## config.mk

```make
export PLATFORM = sky130hd
export DESIGN_NAME = aggr_bank
export DESIGN_NICKNAME = d
export VERILOG_FILES = /design/src/rtl/aggr_bank_pkg.sv /design/src/rtl/aggr_lane.sv /design/src/rtl/aggr_bank.sv
export SDC_FILE = /design/constraint.sdc
export NUM_CORES = 2
export LEC_CHECK = 0
export ABC_CLOCK_PERIOD_IN_PS = 16100
export CAP_MARGIN = 20
export CORE_ASPECT_RATIO = 0.8
export CORE_MARGIN = 3
export CORE_UTILIZATION = 45
export CTS_BUF_LIST = sky130_fd_sc_hd__clkbuf_4 sky130_fd_sc_hd__clkbuf_8 sky130_fd_sc_hd__clkbuf_16
export DETAILED_ROUTE_END_ITERATION = 8
export GPL_TIMING_DRIVEN = 0
export SYNTH_ARGS = -nofsm -noshare
export SYNTH_HDL_FRONTEND = slang
export SYNTH_SLANG_ARGS = --single-unit
```

## constraint.sdc

```tcl
create_clock -name clk -period 16.1 [get_ports clk]
set_input_delay 4.025 -clock clk [delete_from_list [all_inputs] [get_ports clk]]
set_output_delay 4.025 -clock clk [all_outputs]
set_load 0.005 [all_outputs]
```

## src/rtl/aggr_bank_pkg.sv

```systemverilog
// Shared types and default sizes for the aggregation bank and its neighbours.
package aggr_bank_pkg;

    localparam int unsigned DATA_W = 8;
    localparam int unsigned FV_LEN = 16;
    localparam int unsigned ACC_W  = 16;
    localparam int unsigned NODE_W = 7;

    typedef struct packed {
        logic                         sos;
        logic                         eos;
        logic [NODE_W-1:0]            node_id;
        logic [1:0][DATA_W-1:0]       fv_data;
    } edge_pe2bank_t;

    typedef struct packed {
        logic                         sos;
        logic                         eos;
        logic                         partial;
        logic [NODE_W-1:0]            node_id;
        logic [1:0][ACC_W-1:0]        data;
    } bank2output_t;

    typedef enum logic [1:0] {
        A_IDLE   = 2'd0,
        A_STREAM = 2'd1,
        A_OVER   = 2'd2
    } a_state_e;

    typedef enum logic {
        D_IDLE = 1'b0,
        D_SEND = 1'b1
    } d_state_e;

endpackage

```

## src/rtl/aggr_lane.sv

```systemverilog
// One accumulator element: sign-extends an int8 and adds it with saturation.
module aggr_lane
    import aggr_bank_pkg::DATA_W;
#(
    parameter int unsigned W = aggr_bank_pkg::ACC_W
) (
    input  logic              clk,
    input  logic              rst_n,
    input  logic              clr_i,
    input  logic              en_i,
    input  logic [DATA_W-1:0] data_i,
    output logic [W-1:0]      acc_o
);

    logic [W-1:0] acc_q;
    logic [W-1:0] acc_d;
    logic [W:0]   base;
    logic [W:0]   sum;

    // One guard bit is enough to detect overflow of a single int8 add.
    always_comb begin
        base  = clr_i ? '0 : {acc_q[W-1], acc_q};
        sum   = base + {{(W + 1 - DATA_W){data_i[DATA_W-1]}}, data_i};
        acc_d = acc_q;
        if (clr_i) begin
            acc_d = '0;
        end
        if (en_i) begin
            if (sum[W] != sum[W-1]) begin
                acc_d = sum[W] ? {1'b1, {(W - 1){1'b0}}} : {1'b0, {(W - 1){1'b1}}};
            end else begin
                acc_d = sum[W-1:0];
            end
        end
    end

    always_ff @(posedge clk or negedge rst_n) begin
        if (!rst_n) begin
            acc_q <= '0;
        end else begin
            acc_q <= acc_d;
        end
    end

    assign acc_o = acc_q;

endmodule

```

## src/rtl/aggr_bank.sv

```systemverilog
// Aggregation bank: sums neighbour feature vectors per node and drains the
// captured result to the output SRAM as a pair-per-beat stream.
module aggr_bank
    import aggr_bank_pkg::DATA_W, aggr_bank_pkg::a_state_e, aggr_bank_pkg::A_IDLE,
           aggr_bank_pkg::A_STREAM, aggr_bank_pkg::A_OVER, aggr_bank_pkg::d_state_e,
           aggr_bank_pkg::D_IDLE, aggr_bank_pkg::D_SEND;
#(
    parameter int unsigned FV_LEN = aggr_bank_pkg::FV_LEN,
    parameter int unsigned ACC_W  = aggr_bank_pkg::ACC_W,
    parameter int unsigned NODE_W = aggr_bank_pkg::NODE_W
) (
    input  logic                   clk,
    input  logic                   reset_n,
    input  logic                   in_sos,
    input  logic                   in_eos,
    input  logic [1:0][DATA_W-1:0] in_fv_data,
    input  logic [NODE_W-1:0]      in_node_id,
    input  logic                   in_done_aggr,
    input  logic                   in_wb_en,
    output logic                   out_valid,
    output logic                   out_sos,
    output logic                   out_eos,
    output logic [1:0][ACC_W-1:0]  out_data,
    output logic [NODE_W-1:0]      out_node_id,
    output logic                   out_partial,
    input  logic                   out_ready,
    output logic                   err_overrun,
    output logic                   err_proto
);

    localparam int unsigned BEATS = FV_LEN / 2;
    localparam int unsigned KW    = $clog2(BEATS + 1);
    localparam int unsigned JW    = (BEATS > 1) ? $clog2(BEATS) : 1;

    logic [1:0] rst_sync_q;
    logic       rst_n;

    a_state_e            a_state_q;
    logic [KW-1:0]       k_q;
    logic [NODE_W-1:0]   node_q;
    logic                task_open_q;
    logic                clr_pend_q;

    d_state_e                         d_state_q;
    logic [JW-1:0]                    j_q;
    logic [BEATS-1:0][1:0][ACC_W-1:0] buf_q;
    logic [BEATS-1:0][1:0][ACC_W-1:0] acc;

    logic          in_stream;
    logic          beat;
    logic [KW-1:0] idx;
    logic          fits;
    logic          cap;
    logic          new_task;
    logic          acc_clr;
    logic          acc_en;
    logic          node_err;
    logic          proto_hit;
    logic [JW-1:0] j_nxt;

    // Assert asynchronously, release on a clock edge.
    always_ff @(posedge clk or negedge reset_n) begin
        if (!reset_n) begin
            rst_sync_q <= '0;
        end else begin
            rst_sync_q <= {rst_sync_q[0], 1'b1};
        end
    end

    assign rst_n = rst_sync_q[1];

    // No input valid: every cycle inside a vector is a beat.
    always_comb begin
        in_stream = (a_state_q == A_STREAM) || (a_state_q == A_OVER);
        beat      = in_sos || in_stream;
        idx       = in_sos ? '0 : k_q;
        fits      = idx < KW'(BEATS);
        cap       = in_done_aggr || in_wb_en;
        new_task  = in_sos && !task_open_q;
        acc_clr   = in_sos && clr_pend_q;
        acc_en    = beat && fits;
        node_err  = beat && task_open_q && (in_node_id != node_q);
        proto_hit = (beat && !fits) || node_err || (in_done_aggr && in_wb_en) ||
                    (cap && in_stream);
        j_nxt     = j_q + JW'(1);
    end

    for (genvar i = 0; i < FV_LEN; i++) begin : g_lane
        aggr_lane #(
            .W (ACC_W)
        ) u_lane (
            .clk    (clk),
            .rst_n  (rst_n),
            .clr_i  (acc_clr),
            .en_i   (acc_en && (idx == KW'(i / 2))),
            .data_i (in_fv_data[i % 2]),
            .acc_o  (acc[i / 2][i % 2])
        );
    end

    // Accumulator FSM, beat index, node latch and protocol error flag.
    always_ff @(posedge clk or negedge rst_n) begin
        if (!rst_n) begin
            a_state_q   <= A_IDLE;
            k_q         <= '0;
            node_q      <= '0;
            task_open_q <= 1'b0;
            clr_pend_q  <= 1'b0;
            err_proto   <= 1'b0;
        end else begin
            if (acc_en) begin
                k_q <= idx + KW'(1);
            end
            case (a_state_q)
                A_IDLE: begin
                    if (in_sos && !in_eos) begin
                        a_state_q <= A_STREAM;
                    end
                end
                A_STREAM, A_OVER: begin
                    if (in_eos) begin
                        a_state_q <= A_IDLE;
                    end else if (!fits) begin
                        a_state_q <= A_OVER;
                    end else begin
                        a_state_q <= A_STREAM;
                    end
                end
                default: begin
                    a_state_q <= A_IDLE;
                    k_q       <= '0;
                end
            endcase
            if (cap && in_stream) begin
                a_state_q <= A_IDLE;
            end
            if (cap) begin
                clr_pend_q  <= 1'b1;
                task_open_q <= 1'b0;
            end else if (in_sos) begin
                clr_pend_q  <= 1'b0;
                task_open_q <= 1'b1;
            end
            if (new_task) begin
                node_q <= in_node_id;
            end
            if (proto_hit) begin
                err_proto <= 1'b1;
            end
        end
    end

    // Drain FSM: a capture is only taken while idle; one pair per accepted beat.
    always_ff @(posedge clk or negedge rst_n) begin
        if (!rst_n) begin
            d_state_q   <= D_IDLE;
            j_q         <= '0;
            buf_q       <= '0;
            out_valid   <= 1'b0;
            out_sos     <= 1'b0;
            out_eos     <= 1'b0;
            out_data    <= '0;
            out_node_id <= '0;
            out_partial <= 1'b0;
            err_overrun <= 1'b0;
        end else begin
            case (d_state_q)
                D_IDLE: begin
                    if (cap) begin
                        d_state_q   <= D_SEND;
                        j_q         <= '0;
                        buf_q       <= acc;
                        out_valid   <= 1'b1;
                        out_sos     <= 1'b1;
                        out_eos     <= (BEATS == 1);
                        out_data    <= acc[0];
                        out_node_id <= node_q;
                        out_partial <= in_wb_en;
                    end
                end
                D_SEND: begin
                    if (cap) begin
                        err_overrun <= 1'b1;
                    end
                    if (out_ready) begin
                        if (out_eos) begin
                            d_state_q   <= D_IDLE;
                            j_q         <= '0;
                            out_valid   <= 1'b0;
                            out_sos     <= 1'b0;
                            out_eos     <= 1'b0;
                            out_data    <= '0;
                            out_node_id <= '0;
                            out_partial <= 1'b0;
                        end else begin
                            j_q      <= j_nxt;
                            out_sos  <= 1'b0;
                            out_eos  <= (j_nxt == JW'(BEATS - 1));
                            out_data <= buf_q[j_nxt];
                        end
                    end
                end
                default: begin
                    d_state_q   <= D_IDLE;
                    j_q         <= '0;
                    out_valid   <= 1'b0;
                    out_sos     <= 1'b0;
                    out_eos     <= 1'b0;
                    out_data    <= '0;
                    out_node_id <= '0;
                    out_partial <= 1'b0;
                end
            endcase
        end
    end

endmodule
```

## Yosys cells after proc, flatten, opt, wreduce, memory -nomap -nowiden

Index checks and enable logic that the tools add are counted.

- $add $sub $neg: 18
- Multipliers: 0
- Divide/modulo/power cells: 0
- Magnitude comparators: 2
- Equality and inequality tests: 32
- Shift operators: 0
- Mux-type cells: 107
- Bitwise logic cells: 1
- Reduce and logical (&&, ||, !) cells: 43

Operators with widths:

| cell | count |
|---|---|
| 16-bit 2-to-1 mux | 49 |
| 17-bit adder | 16 |
| 17-bit 2-to-1 mux | 16 |
| 32-bit 2-to-1 mux | 4 |
| 32-bit binary-select mux with 3-bit select | 1 |
| 32-bit case mux with 2 select lines | 1 |
| 7-bit 2-to-1 mux | 3 |
| 2-bit nonzero test | 9 |
| 1-bit logical AND | 17 |
| 4-bit by 3-bit == test with 1-bit output, second input constant | 4 |
| 1-bit inequality test | 16 |
| 1-bit 2-to-1 mux | 15 |
| 7-bit case mux with 2 select lines | 1 |
| 4-bit 2-to-1 mux | 3 |
| 1-bit case mux with 2 select lines | 5 |
| 3-bit 2-to-1 mux | 3 |
| 4-bit by 2-bit == test with 1-bit output, second input constant | 2 |
| 2-bit 2-to-1 mux | 4 |
| 7-bit inequality test | 1 |
| 1-bit logical OR | 6 |
| 2-bit inequality test, second input constant | 3 |
| 3-bit case mux with 2 select lines | 1 |
| 2-bit AND reduction | 3 |
| 4-bit by 1-bit adder with 4-bit output, second input constant | 1 |
| 17 further kinds | 19 |

- Register bits: 578
- Bits in latches: 0
- Memory bits (writable): 0
- Memory bits (read-only): 0
- Bits of input ports: 30
- Output and inout bits: 45
- Word-level logic and storage cells: 252
- Memories: 0

## Depth between registers and ports, before layout

- Depth after elaboration: 8
- Mapped depth: 18
- Depth with buffers taken out: 12

## Hierarchy

Synthesis repeated with hierarchy kept, for this count alone.

- Cells, all modules: 4091
- Area, all modules: 41892.7 um^2

Modules (own cells, without submodules):

| module | instances | cells an instance | area each (um^2) | seq. area each (um^2) |
|---|---|---|---|---|
| aggr_lane at g_lane[14].u_lane ... | 11 | 199 | 1711.6 | 400.4 |
| aggr_bank | 1 | 988 | 15137.0 | 8057.7 |
| aggr_lane at g_lane[0].u_lane ... | 4 | 184 | 1585.3 | 400.4 |
| aggr_lane at g_lane[13].u_lane | 1 | 178 | 1586.5 | 400.4 |

## Worst setup path after synthesis

Ideal clock, no wire load.

- Kind: input to register
- From: in in_sos
- To: reg g_lane[9].u_lane.acc_q[10]
- Setup time: 0.134 ns
- Arrival time: 7.341 ns
- Setup slack: 8.625 ns
- Cell stages on the path: 17
- Buffers on the path: 5
- Cell sequence: clkbuf_2 -> nand2_1 -> clkbuf_1 -> clkbuf_1 -> clkbuf_1 -> and2_1 -> ha_1 -> fa_1 -> a211oi_1 -> o21ai_0 -> nand4_1 -> a41oi_1 -> or3b_1 -> mux2_2 -> o21ai_2 -> buf_4 -> o211ai_1

- Cells in the longest elaborated chain, start to end: 6

Ends and longest elaborated chain:

| item | line | RTL |
|---|---|---|
| start: declaration | aggr_bank.sv:14 | `input logic in_sos,` |
| 1-bit logical AND | aggr_bank.sv:80 | `acc_clr = in_sos && clr_pend_q;` |
| 17-bit 2-to-1 mux | aggr_lane.sv:22 | `base = clr_i ? '0 : {acc_q[W-1], acc_q};` |
| 17-bit adder | aggr_lane.sv:23 | `sum = base + {{(W + 1 - DATA_W){data_i[DATA_W-1]}}, data_i};` |
| 16-bit 2-to-1 mux / 1-bit inequality test (equally long branches) | aggr_lane.sv:30, aggr_lane.sv:29 |  |
| 16-bit 2-to-1 mux | aggr_lane.sv:29 | `if (sum[W] != sum[W-1]) begin` |
| 16-bit 2-to-1 mux | aggr_lane.sv:28 | `if (en_i) begin` |
| end signal: assignment | aggr_lane.sv:39 | `acc_q <= '0;` |
| end signal: assignment | aggr_lane.sv:41 | `acc_q <= acc_d;` |
| end: declaration | aggr_lane.sv:15 | `logic [W-1:0] acc_q;` |

Several ways; a longest one is shown, not always the timed one.
A chain may end at the register's enable or synchronous reset.

## Worst setup path after layout

- From: in in_sos
- To: reg g_lane[1].u_lane.acc_q[5]

- Cells in the longest elaborated chain, start to end: 6

Ends and longest elaborated chain:

| item | line |
|---|---|
| 1-bit logical AND | aggr_bank.sv:80 |
| 17-bit 2-to-1 mux | aggr_lane.sv:22 |
| 17-bit adder | aggr_lane.sv:23 |
| 16-bit 2-to-1 mux / 1-bit inequality test (equally long branches) | aggr_lane.sv:30, aggr_lane.sv:29 |
| 16-bit 2-to-1 mux | aggr_lane.sv:29 |
| 16-bit 2-to-1 mux | aggr_lane.sv:28 |
| end signal: assignment | aggr_lane.sv:39 |
| end signal: assignment | aggr_lane.sv:41 |
| end: declaration | aggr_lane.sv:15 |

Several ways; a longest one is shown, not always the timed one.

==> metrics.md <==
| Metric | Value |
|---|---|
| Final worst path period need | 8.42 ns |
| Multi-input combinational cell area | 0.0222 sq mm |
| Cts bufs inserted | 60 |
| Routed vias | 32600 |
| I/O Buffers | 73 |
| NumNets Final | 4758 |
| Synthesized area | 0.0377 sq mm |
| Cells after synthesis | 4293 |
| Number of synthesized flops with an enable pin | 0 |
| FMAX | 0.119 GHz |
| Unique cell type count in the Yosys netlist | 94 |
| DRC | 0 |
| VDD IR-drop max | 0.000108 V |
| Latest clock arrival within the worst-skew pair | 0.68 ns |
| Place WS | 7.07 ns |
| CP Capture Type | flip-flop |
| Reg2reg end | g_lane[1].u_lane.acc_o[5]$_DFFE_PN0P_ |
| Top cells by area, synth | dfrtp_1 38%, nand2_1 11%, ha_1 8.8%, and2_1 4.5%, mux4_2 3.8% |
| Vias in the first global route | 30700 |
| Layout cell share with drive strength beyond 1 | 0.0659 |
| Die Span X | 330 um |
| Area growth syn-to-layout | 12.5% |
| Worst slew margin | 0.180 |
| M2 GR Usage | 0.397 |
| First-pass GRT wire length | 192 mm |
| Max clock buf depth | 3 |
| Worst-margin pin slew | 1.23 ns |
| WL final | 127 mm |
| Initial Utilization | 0.456 |
| Share of the synthesized area in the top cell type | 0.384 |
| Top Usage Layer GRT | met1 |
| Placer congestion estimate | 0.968 |
| RSZ-0062 raised after global routing | no |
| Status | complete, no violations |
| P per Cell Area | 142 mW/mm^2 |
| Filler cells | 7883 |
| Crit path arrival time | 8.94 ns |
| R2R cell count | 16 |
| Fin crit share | 0.523 |
| Clock-pin slew on the worst setup and hold paths | 0.06 ns |
| Asr flop ratio synth | 1.00 |
| Leakage | 20.6 nW |
| Required time worst endpoint | 16.61 ns |
| Clk sinks | 578 |
| Initial antenna violation count | 7 |
| Hold crit path type | reg2async |
| Crit-path max FO | 10 |
| Crit start category | input pin |
| Global route overflow | 0 |
| Max Clock Skew | 0.0368 ns |
| Row cnt | 94 |
| Root buffer cell | clkbuf_16 |
| Core area | 0.0827 sq mm |
| Register area | 0.0145 sq mm |
| DP Wirelength | 95.1 mm |
| Final Hold Fails | 0 |
| Setup violations, final | 0 |
| IO Pins | 75 |
| CTS H-tree depth | 2 |
| Pwr Total | 6.02 mW |
| RR Startpoint | clr_pend_q$_DFFE_PN0P_ |
| Drt pass-1 iters | 6 |
| Fin util | 0.513 |
| Register bit count reported by yosys | 578 |
| Post-CTS sizing | 0 |
| Synth Warn # | 0 |
| Final ANT Viol Nets | 0 |
| CTS tree | done |
| Setup Buffers After CTS | 0 |
| R2r setup slk | 10.81 ns |
| Crit Path Class | in2reg |
| Largest net degree at the start of global routing | 69 |
| Wire per inst | 22.7 um |
| Via density per instance | 5.82 |
| DIE AREA | 0.0873 sq mm |
| Max Cap Viol | 0 |
| Slew Limit Fails | 0 |
| Largest area contributor in the netlist | dfrtp_1 |
| Sequential fraction of the synthesis area | 0.384 |
| Total GRT Usage | 0.289 |
| Global-route met1 utilization | 0.445 |
| Met3 usage | 0.0789 |
| Drt initial violations | 3120 |
| Avg Synthesized Cell Area | 8.78 sq um |
| Die H | 265 um |
| Syn_nets | 4604 |
| Final WS setup | 7.68 ns |
| Top_reg_cell synth | dfrtp_1 |
| CTS Hold Bufs | 0 |
| Sum of negative setup slack | 0 ns |
-- through the flow --
step                      hold WS, ns  cells  area [sq um]
after floorplan                 0.331   4293         37700
after global placement          0.333   5470         39800
after detailed placement        0.338   5486         40200
after CTS                       0.352   5592         42400
after global routing            0.365   5595         42400
final                           0.349   5598         42400
-- logic make-up (layout without fill, tap and decap cells) --
group           after synthesis  after routing  synth area share
simple gates               1886           1886             0.223
flops                       578            578             0.384
compound gates              998            998             0.177
mux                          91             91            0.0458
other cells                   1              4         0.0000995
fa+ha+maj                   289            289            0.0986
xor+xnor                    188            188            0.0439
buf+inv                     262            460            0.0274
-- sequential cells by signal, summed over array words and instances, names as in the netlist, 3 cells and up --
name                 flops
buf_q                  256
g_lane.u_lane.acc_o    256
out_data                32
node_q                   7
out_node_id              7
k_q                      4
j_q                      3
-- worst max path at each step --
stage | from | end | slack [ns] | depth (start not counted)
floorplan | rst_sync_q[1]$_DFF_PN0_ | a_state_q[0]$_DFFE_PN0P_ | 6.70 | 0
global placement | rst_sync_q[1]$_DFF_PN0_ | g_lane[7].u_lane.acc_o[4]$_DFFE_PN0P_ | 2.40 | 0
detailed placement | in_sos | g_lane[8].u_lane.acc_o[8]$_DFFE_PN0P_ | 7.07 | 16
CTS | in_sos | g_lane[7].u_lane.acc_o[4]$_DFFE_PN0P_ | 7.73 | 19
global route | in_sos | g_lane[1].u_lane.acc_o[5]$_DFFE_PN0P_ | 7.35 | 17
finish | in_sos | g_lane[1].u_lane.acc_o[5]$_DFFE_PN0P_ | 7.68 | 17
-- routing by layer --
metal  part of all wire  wire length (um)
met2               0.40             50200
met3              0.096             12200
met5             0.0013               167
met4              0.025              3230
met1               0.48             61000
-- final cells by class --
class,count,share of cell area
timing repair buffer,92,0.0265
inverter,73,0.00646
tap,1104,0.0326
sequential,578,0.341
multi-input combinational,3453,0.523
clock buffer,83,0.0423
buffer,189,0.0179
clock inverter,23,0.00964
antenna,3,0.000177
-- critical path, stage by stage --
cell and delay (ns):
clkbuf_2 0.16, nand2_1 0.28, clkbuf_1 0.26, buf_8 0.23, clkbuf_1 0.49, clkbuf_1 0.57, and2_1 0.22, ha_1 0.25
o21ai_0 0.29, o21bai_1 0.16, a2111oi_2 0.46, nor4_1 0.11, o32ai_2 0.56, nand2_1 0.18, nand2_1 0.21, buf_2 0.29
o21ai_0 0.15
-- power by group --
part | total (mW) | switching [mW] | leakage (nW) | internal (mW)
logic | 2.28 | 1.40 | 11.7 | 0.887
clock network | 1.59 | 0.650 | 1.08 | 0.936
registers | 2.15 | 0.361 | 7.81 | 1.79
total | 6.02 | 2.41 | 20.6 | 3.61
-- cells in the mapped netlist, types with 38 or more instances --
cell	number
nand2_1	1070
dfrtp_1	578
nor2_1	282
and2_1	274
ha_1	265
o21ai_0	251
a21oi_1	234
clkbuf_1	152
xnor2_1	123
a21o_1	80
a221o_1	78
inv_1	72
mux4_2	64
xor2_1	64
nand3_1	45
o211ai_1	45
nand2b_1	39
a22oi_1	38
nor3_1	38
-- cells in the final DEF, fill, tap and decap left out, types with 60 or more instances in the layout --
master	n
a21o_1	80
a21oi_1	234
a221o_1	78
and2_1	274
clkbuf_1	152
clkbuf_16	60
clkdlybuf4s50_1	69
dfrtp_1	577
ha_1	265
inv_1	72
mux4_2	64
nand2_1	1070
nor2_1	282
o21ai_0	251
xnor2_1	123
xor2_1	64
Power figures use the tool's default switching activity.
